### src/rtl/wm_front_panel.sv
// Front panel for the WashingMachine core: debounces raw buttons into machine
// commands and decodes the machine state (cs) into panel state, error code and buzzer.
module wm_front_panel #(
    parameter int DEBOUNCE_CYCLES = 4,
    parameter int TIMER_STEP      = 10,
    parameter int TIMER_MAX       = 300,
    parameter int TIMER_DEFAULT   = 100,
    parameter int NUM_MODES       = 7,
    parameter int BUZZ_CYCLES     = 16
) (
    input  logic        clk,
    input  logic        rst_n,
    input  logic        btn_power,
    input  logic        btn_start,
    input  logic        btn_mode,
    input  logic        btn_manual,
    input  logic        btn_up,
    input  logic        btn_dn,
    input  logic [3:0]  cs,
    output logic        powerButton,
    output logic        configu,
    output logic        run,
    output logic [2:0]  mode,
    output logic [31:0] manualTimer,
    output logic [2:0]  panel_state,
    output logic [1:0]  err_code,
    output logic        buzzer
);

    localparam int NB       = 6;
    localparam int B_POWER  = 0;
    localparam int B_START  = 1;
    localparam int B_MANUAL = 2;
    localparam int B_MODE   = 3;
    localparam int B_UP     = 4;
    localparam int B_DN     = 5;

    localparam int DCW = (DEBOUNCE_CYCLES > 1) ? $clog2(DEBOUNCE_CYCLES) : 1;
    localparam int BCW = (BUZZ_CYCLES > 1) ? $clog2(BUZZ_CYCLES) : 1;
    localparam logic [DCW-1:0] DEB_LAST  = DCW'(DEBOUNCE_CYCLES - 1);
    localparam logic [BCW-1:0] BUZZ_LAST = BCW'(BUZZ_CYCLES - 1);
    localparam logic [31:0]    T_STEP    = 32'(TIMER_STEP);
    localparam logic [31:0]    T_MAX     = 32'(TIMER_MAX);
    localparam logic [31:0]    T_DEF     = 32'(TIMER_DEFAULT);
    localparam logic [2:0]     MODE_LAST = 3'(NUM_MODES - 1);

    typedef enum logic [2:0] {
        S_OFF     = 3'd0,
        S_SELECT  = 3'd1,
        S_RUNNING = 3'd2,
        S_PAUSED  = 3'd3,
        S_ALERT   = 3'd4,
        S_DONE    = 3'd5
    } panel_e;

    // Bit order doubles as press priority: lower index wins.
    logic [NB-1:0] btn_raw;
    assign btn_raw = {btn_dn, btn_up, btn_mode, btn_manual, btn_start, btn_power};

    logic [NB-1:0]  sync1_q, sync2_q, deb_q, deb_dly_q, press_q;
    logic [DCW-1:0] dcnt_q [NB];

    always_ff @(posedge clk) begin
        if (!rst_n) begin
            sync1_q   <= '0;
            sync2_q   <= '0;
            deb_q     <= '0;
            deb_dly_q <= '0;
            press_q   <= '0;
            for (int i = 0; i < NB; i++) dcnt_q[i] <= '0;
        end else begin
            sync1_q   <= btn_raw;
            sync2_q   <= sync1_q;
            deb_dly_q <= deb_q;
            press_q   <= deb_q & ~deb_dly_q;
            for (int i = 0; i < NB; i++) begin
                if (sync2_q[i] != deb_q[i]) begin
                    if (dcnt_q[i] == DEB_LAST) begin
                        deb_q[i]  <= sync2_q[i];
                        dcnt_q[i] <= '0;
                    end else begin
                        dcnt_q[i] <= dcnt_q[i] + DCW'(1);
                    end
                end else begin
                    dcnt_q[i] <= '0;
                end
            end
        end
    end

    // Isolate the lowest set bit so only the highest-priority press acts.
    logic [NB-1:0] win;
    assign win = press_q & (~press_q + NB'(1));

    panel_e         state_q, state_d, ret_q, ret_d;
    logic [2:0]     mode_q, mode_d;
    logic           cfg_q, cfg_d, run_q, run_d, power_q, power_d, buzzer_q, buzzer_d;
    logic [31:0]    timer_q, timer_d;
    logic [BCW-1:0] buzz_cnt_q, buzz_cnt_d;
    logic [1:0]     err_q, err_d;
    logic           cs_err, cs_done;

    assign cs_err  = (cs == 4'd8) || (cs == 4'd9);
    assign cs_done = (cs == 4'd7);

    always_comb begin
        state_d    = state_q;
        ret_d      = ret_q;
        mode_d     = mode_q;
        cfg_d      = cfg_q;
        timer_d    = timer_q;
        run_d      = run_q;
        power_d    = power_q;
        buzz_cnt_d = buzz_cnt_q;
        buzzer_d   = buzzer_q;
        err_d      = 2'b00;
        case (state_q)
            S_OFF: begin
                run_d    = 1'b0;
                power_d  = 1'b0;
                buzzer_d = 1'b0;
                if (win[B_POWER]) begin
                    state_d = S_SELECT;
                    power_d = 1'b1;
                end
            end
            S_SELECT: begin
                buzzer_d = 1'b0;
                if (win[B_START]) begin
                    state_d = S_RUNNING;
                    run_d   = 1'b1;
                end else if (win[B_MANUAL]) begin
                    cfg_d = ~cfg_q;
                end else if (win[B_MODE]) begin
                    mode_d = (mode_q == MODE_LAST) ? 3'd0 : mode_q + 3'd1;
                end else if (win[B_UP]) begin
                    timer_d = (timer_q > T_MAX - T_STEP) ? T_MAX : timer_q + T_STEP;
                end else if (win[B_DN]) begin
                    timer_d = (timer_q < T_STEP) ? 32'd0 : timer_q - T_STEP;
                end
            end
            S_RUNNING: begin
                if (cs_err) begin
                    state_d  = S_ALERT;
                    ret_d    = S_RUNNING;
                    buzzer_d = 1'b1;
                end else if (cs_done) begin
                    state_d    = S_DONE;
                    run_d      = 1'b0;
                    buzzer_d   = 1'b1;
                    buzz_cnt_d = '0;
                end else if (win[B_START]) begin
                    state_d = S_PAUSED;
                    run_d   = 1'b0;
                end
            end
            S_PAUSED: begin
                if (cs_err) begin
                    state_d  = S_ALERT;
                    ret_d    = S_PAUSED;
                    buzzer_d = 1'b1;
                end else if (win[B_START]) begin
                    state_d = S_RUNNING;
                    run_d   = 1'b1;
                end
            end
            S_ALERT: begin
                buzzer_d = 1'b1;
                if (!cs_err) begin
                    state_d  = ret_q;
                    buzzer_d = 1'b0;
                end
            end
            S_DONE: begin
                run_d = 1'b0;
                if (win[B_START] || buzz_cnt_q == BUZZ_LAST) begin
                    state_d  = S_SELECT;
                    buzzer_d = 1'b0;
                end else begin
                    buzz_cnt_d = buzz_cnt_q + BCW'(1);
                end
            end
            default: begin
                state_d  = S_OFF;
                run_d    = 1'b0;
                power_d  = 1'b0;
                buzzer_d = 1'b0;
            end
        endcase
        // Power press overrides everything else from any powered state.
        if (win[B_POWER] && state_q != S_OFF) begin
            state_d  = S_OFF;
            power_d  = 1'b0;
            run_d    = 1'b0;
            buzzer_d = 1'b0;
        end
        if (state_d != S_OFF) begin
            if (cs == 4'd8)      err_d = 2'b01;
            else if (cs == 4'd9) err_d = 2'b10;
        end
    end

    always_ff @(posedge clk) begin
        if (!rst_n) begin
            state_q    <= S_OFF;
            ret_q      <= S_RUNNING;
            mode_q     <= 3'd0;
            cfg_q      <= 1'b0;
            timer_q    <= T_DEF;
            run_q      <= 1'b0;
            power_q    <= 1'b0;
            buzz_cnt_q <= '0;
            buzzer_q   <= 1'b0;
            err_q      <= 2'b00;
        end else begin
            state_q    <= state_d;
            ret_q      <= ret_d;
            mode_q     <= mode_d;
            cfg_q      <= cfg_d;
            timer_q    <= timer_d;
            run_q      <= run_d;
            power_q    <= power_d;
            buzz_cnt_q <= buzz_cnt_d;
            buzzer_q   <= buzzer_d;
            err_q      <= err_d;
        end
    end

    assign powerButton = power_q;
    assign configu     = cfg_q;
    assign run         = run_q;
    assign mode        = mode_q;
    assign manualTimer = timer_q;
    assign panel_state = state_q;
    assign err_code    = err_q;
    assign buzzer      = buzzer_q;

endmodule

### config.mk
export PLATFORM = sky130hd
export DESIGN_NAME = wm_front_panel
export DESIGN_NICKNAME = d
export VERILOG_FILES = /design/src/rtl/wm_front_panel.sv
export SDC_FILE = /design/constraint.sdc
export NUM_CORES = 1
export LEC_CHECK = 0
export BUFFER_PORTS_ARGS = -buffer_cell sky130_fd_sc_hd__buf_2
export CAP_MARGIN = 0
export CORE_MARGIN = 4
export CORE_UTILIZATION = 58
export DETAILED_ROUTE_END_ITERATION = 10
export GPL_ROUTABILITY_DRIVEN = 0
export PLACE_DENSITY = 0.8
export SYNTH_ARGS = -nofsm -noshare
export SYNTH_HDL_FRONTEND = slang
export SYNTH_SLANG_ARGS = --single-unit
### constraint.sdc
create_clock -name clk -period 3 [get_ports clk]
set_input_delay 0.9 -clock clk [delete_from_list [all_inputs] [get_ports clk]]
set_output_delay 0.9 -clock clk [all_outputs]
set_load 0.01 [all_outputs]
# After elaboration in Yosys (flattened, before gate mapping)
# Memories as Yosys holds them, arrays and structs flattened.
# Index checks and enable logic that the tools add are counted.
# op_classes
mux	123
n_reduce_logical	26
n_eq_ne	31
bitwise_logic	29
magnitude_cmp	2
n_addsub	11
# op_table
operator	n
32-bit two-way mux	4
1-bit two-way mux	79
2-bit two-way mux	19
3-bit two-way mux	12
32-bit by 4-bit adder with 32-bit output (second input constant)	1
32-bit by 9-bit greater-than comparator with 1-bit output (second input constant)	1
32-bit by 4-bit < comparator with 1-bit output (second input constant)	1
32-bit by 4-bit subtractor with 32-bit output (second input constant)	1
1-bit bitwise OR	18
3-bit case mux with 6 select lines	1
2-bit != test (second input constant)	7
2-bit AND reduction	7
2-bit by 1-bit adder with 2-bit output (second input constant)	6
6-bit AND	2
2-bit equality test (second input constant)	6
4-bit equality test (second input constant)	3
4-bit two-way mux	3
6-bit NOT	2
4-bit AND reduction	3
3-bit equality test (second input constant)	3
3-bit AND reduction	3
1-bit case mux with 4 select lines	2
4-bit case mux with 2 select lines	1
1-bit NOT	7
19 further kinds	30
# totals
register_bits	81
ram_bits	12
out_inout_bits	44
memories	1
# memory_table
name	depth	width	read_ports	rd_clocked_by_memory_dff	write_ports	line	rtl
dcnt_q	6	2	6	0	6	61	logic [DCW-1:0] dcnt_q [NB];

# Depth between registers and ports, before layout
# logic_depth
word_depth	11
ltp_mapped	8
mapped_depth_nobuf	8

# Worst setup path before layout
# OpenSTA, ideal clock, no wires.
# synth_path
path_kind	flip-flop to flip-flop
startpoint	register timer_q[16] (netlist: manualTimer[16])
endpoint	register timer_q[29] (netlist: manualTimer[29])
path_slack_ns	0.469
arrival_ns	2.400
path_buffers	1
stages_incl_launch_ff	8
required_ns	2.869
setup_time_ns	0.131
path_cell_list	dfxtp_1 -> or4_4 -> buf_6 -> or3_4 -> or4b_4 -> o311a_1 -> a21oi_1 -> o31ai_1
# synth_between
elab_chain_cells	4
elab_cells_between_ends	8
classes_between	add/sub: 2; order compare: 2; mux: 4
# synth_rtl
element	line	rtl
from (decl)	98	logic [31:0] timer_q, timer_d;
from (signal assigned)	220	timer_q <= timer_d;
32-bit by 4-bit subtractor with 32-bit output or 32-bit by 4-bit < comparator with 1-bit output (tied branches)	139	timer_d = (timer_q < T_STEP) ? 32'd0 : timer_q - T_STEP;
32-bit two-way mux	139	
32-bit two-way mux	138	end else if (win[B_DN]) begin
32-bit two-way mux *	136	end else if (win[B_UP]) begin
# Every way passes the cells marked *; elsewhere a longest branch is shown, timed or not. The select of a mux whose other input is x is not followed.
# A chain may end at the register's enable or synchronous reset.

# Worst setup path after layout
# layout_path
startpoint	register timer_q[27] (netlist: manualTimer[27])
endpoint	register timer_q[21] (netlist: manualTimer[21])
# layout_between
elab_chain_cells	4
elab_cells_between_ends	6
classes_between	order compare: 2; mux: 4
# layout_rtl
element	line
32-bit by 4-bit < comparator with 1-bit output	139
32-bit two-way mux	139
32-bit two-way mux	138
32-bit two-way mux *	136
# Marked as above.

==> results.md <==
* Remaining design rule violation count at 0
* Clock transition at the registers of the reported paths at roughly 0.090 ns
* Final WL at 10.5 mm
* XOR/XNOR share of the synthesized area at 6.43%
* Number of logic stages on the critical path including buffering at 7
* Number of different library cells in the post-synthesis netlist at approximately 60
* Largest buffer count on any clock path at 2
* Data arrival time of the critical path at 2.85 ns
* Cell area after layout at between 0.005 and 0.006 mm²
* Initial antenna violation count at 0
* CTS Root Buffer Type: clkbuf_8
* Final hold vios at 0
* Overflow left after global routing at 0
* Kind of capture point of the worst setup path: register
* Netlist area before placement at between 0.004 and 0.005 mm²
* Most frequent cell after synthesis: dfxtp_1
* Crit Path Max Fanout at 20
* Number of enable-type register cells in the synthesized netlist at 12
* Warnings, synthesis at 0
* Transition time of the tightest slew-check pin at between 0.8 and 0.9 ns
* Synthesized-area fraction occupied by and/or/nand/nor cells at 31.2%
* Final setup violation count at 0
* Worst-skew pair later-pin latency at about 0.37 ns
* Crit start category: register
* Unrepaired setup endpoints after global routing: false
* Number of global-route vias before repair at around 3800
* Clock H-tree levels at 3
* Setup Fix Bufs, Post-CTS at 0
* Category of the critical setup timing path: reg2reg
* Worst clock skew at 0.0123 ns
* Combinational family with the most area after synthesis: simple AND/OR/NAND/NOR gates
* Worst path cell trace: or4_1 > nor3_1 > nand2_1 > nor2_1 > o211ai_1 > buf_4 > nor2_1
* Run status: finished clean
* Max-cap violation count at 0
* Number of cells on the worst reg-to-reg path at 7
* Number of instances on the worst hold path at 1
* Top achievable clock speed at around 390 MHz
* Largest cells by area after synthesis: dfxtp_1 35%, edfxtp_1 8.0%, nor2_1 5.1%
* Fraction of the mapped netlist area in compound gates at a little under an eighth
* Area after detailed placement at a little under 0.005 mm²
* Area growth, synth to finish at 14.0%
* Register area share after synthesis at approximately 43%
* Post-CTS sizing at 0
* Fin. max-slew vios at 0
* Placed wire-length estimate after detailed placement at 7.48 mm
* Proportion of layout cells with a drive suffix above 1 at 16.1%
* Cell taking the most area after synthesis: dfxtp_1
* Vias post-DR at 4093
* Combined buffer and inverter count along the critical path at 1
* Antenna fix cells at 0
* Area share of the leading cell type in the synthesized netlist at 34.7%
* Number of buffers created by CTS at 9
* Number of nets in the finished design at 599
* Area of the core at about 0.0074 mm²
* Hold/Removal Path Class: reg2reg
* Drt pass-1 iters at 6
* Clock tree from TritonCTS: yes
* Adder-Cell Fraction of Synth Area at 2.50%
* Worst vdd ir at approximately 340 µV
* Slowest Stage Delay on Critical Path at approximately 0.58 ns
* Horizontal die dimension at around 96 µm
* Worst EP required at approximately 3.3 ns
* Count of mapped cells out of synthesis at between 500 and 600
* Average cell area after synthesis at just under 9 µm²
* Routed length per instance at around 15 µm
* Full die area at between 0.009 and 0.01 mm²
* Share of the clock period used by the worst path at 85.0%
* Predominant post-synthesis flop cell: dfxtp_1
* Power per unit of standard cell area at 456 mW/mm²
* Slew headroom at a little under half
* Initial core utilization at 60.7%
* Power Total at around 2300 µW
* Port bufs at 54
* Worst path setup slack after routing at ~0.45 ns
* DIE HEIGHT at a little under 100 µm
* Mean number of vias per cell at between 6 and 7
* CTS Hold Bufs at 0
* Wire length of the first global-routing pass at between 15 and 20 mm
* Critical path's most frequent cell: nor2_1
* Final TNS setup at 0 ns
* Leakage power figure at ~0.0020 µW
* Overall global routing resource usage at between 20 and 25%
* Asr flop ratio synth at 0%
* Starting DRT DRC Count at between 200 and 300
* Flip-flop and latch count after synthesis at 90
* Max stage delay cell, worst path: or4_1
* Clock period minus final worst setup slack at roughly 2.6 ns
* Num Clock Sinks at 90
* Top Ports at 56
* Worst-case setup slack after placement at 0.485 ns
* Count of standard-cell rows at 31
* Top cells by instance count after synthesis: 78 x dfxtp_1, 61 x nor2_1, 45 x nand2_1
* Mux contribution to synthesized area at around 1.8%
* Gate family responsible for the most delay along the worst path: simple AND/OR/NAND/NOR gates
* ANT nets after route at 0
* Maximum number of pins on one net before global-route repair at 32
* Final hold slack at approximately 0.38 ns
layout make-up:
| class | instances | area, µm² |
|---|---|---|
| Multi-Input combinational cell | 405 | 2470 |
| Fill cell | 623 | 2280 |
| Sequential cell | 90 | 1920 |
| Timing Repair Buffer | 67 | 368 |
| Clock buffer | 10 | 128 |
| Tap cell | 99 | 124 |
| Clock inverter | 6 | 95.1 |
| Inverter | 5 | 18.8 |
through the flow:
| stage | utilization (%) | cells |
|---|---|---|
| after floorplan | - | 530 |
| after global placement | 66.2 | 666 |
| after detailed placement | 66.2 | 666 |
| after CTS | 69.2 | 682 |
| after global routing | 69.2 | 682 |
| final | 69.2 | 682 |
report_power, final:
part	internal (µW)	leakage, µW	switching (µW)
Sequential	1240	0.000756	21.0
Combinational	55.3	0.00116	80.7
Clock	480	0.000112	459
registers in the layout, indices dropped and copies added, names as in the netlist, 3 cells and up:
name	cells
sync2_q	6
deb_q	6
press_q	6
mode	3
buzz_cnt_q	4
sync1_q	6
dcnt_q	12
panel_state	3
manualTimer	31
deb_dly_q	6
placed cells by master, fill, tap and decap left out, drive strengths merged, types with 9 or more instances in the layout:
cell type	n
buf	67
nor4	16
xnor2	18
a21oi	24
o21ai	16
dfxtp	78
nand3	16
nor2b	12
nor2	62
ha	9
clkbuf	10
nor3	19
and2	22
nor4b	9
edfxtp	12
nand2	45
xor2	15
conb	13
per-layer routing:
| layer | wire, µm | share of wire [%] | GRT usage, % |
|---|---|---|---|
| met5 | 0 | 0 | 0 |
| met4 | 189 | 1.8 | 8.65 |
| met3 | 977 | 9.3 | 5.47 |
| met2 | 4780 | 45 | 38.2 |
| met1 | 4600 | 44 | 33.5 |
worst paths after layout:
| kind | start | to | slack, ns |
|---|---|---|---|
| max | manualTimer[27] | manualTimer[21] | 0.45 |
| max reg2reg | manualTimer[27] | manualTimer[21] | 0.45 |
| min | deb_dly_q[0] | press_q[0] | 0.38 |
| min reg2reg | deb_dly_q[0] | press_q[0] | 0.38 |
cell families (layout without fill, tap and decap cells):
kind of cell / after synthesis / in the layout
and+or+nand+nor: 260 / 260
other: 2 / 13
buffers and inverters: 35 / 88
adders and majority gates: 9 / 9
xor gates and xnor gates: 33 / 33
DFF: 90 / 90
AOI/OAI and AO/OA: 82 / 82
muxes: 8 / 8
No activity file was read; power rests on OpenSTA's default activity.
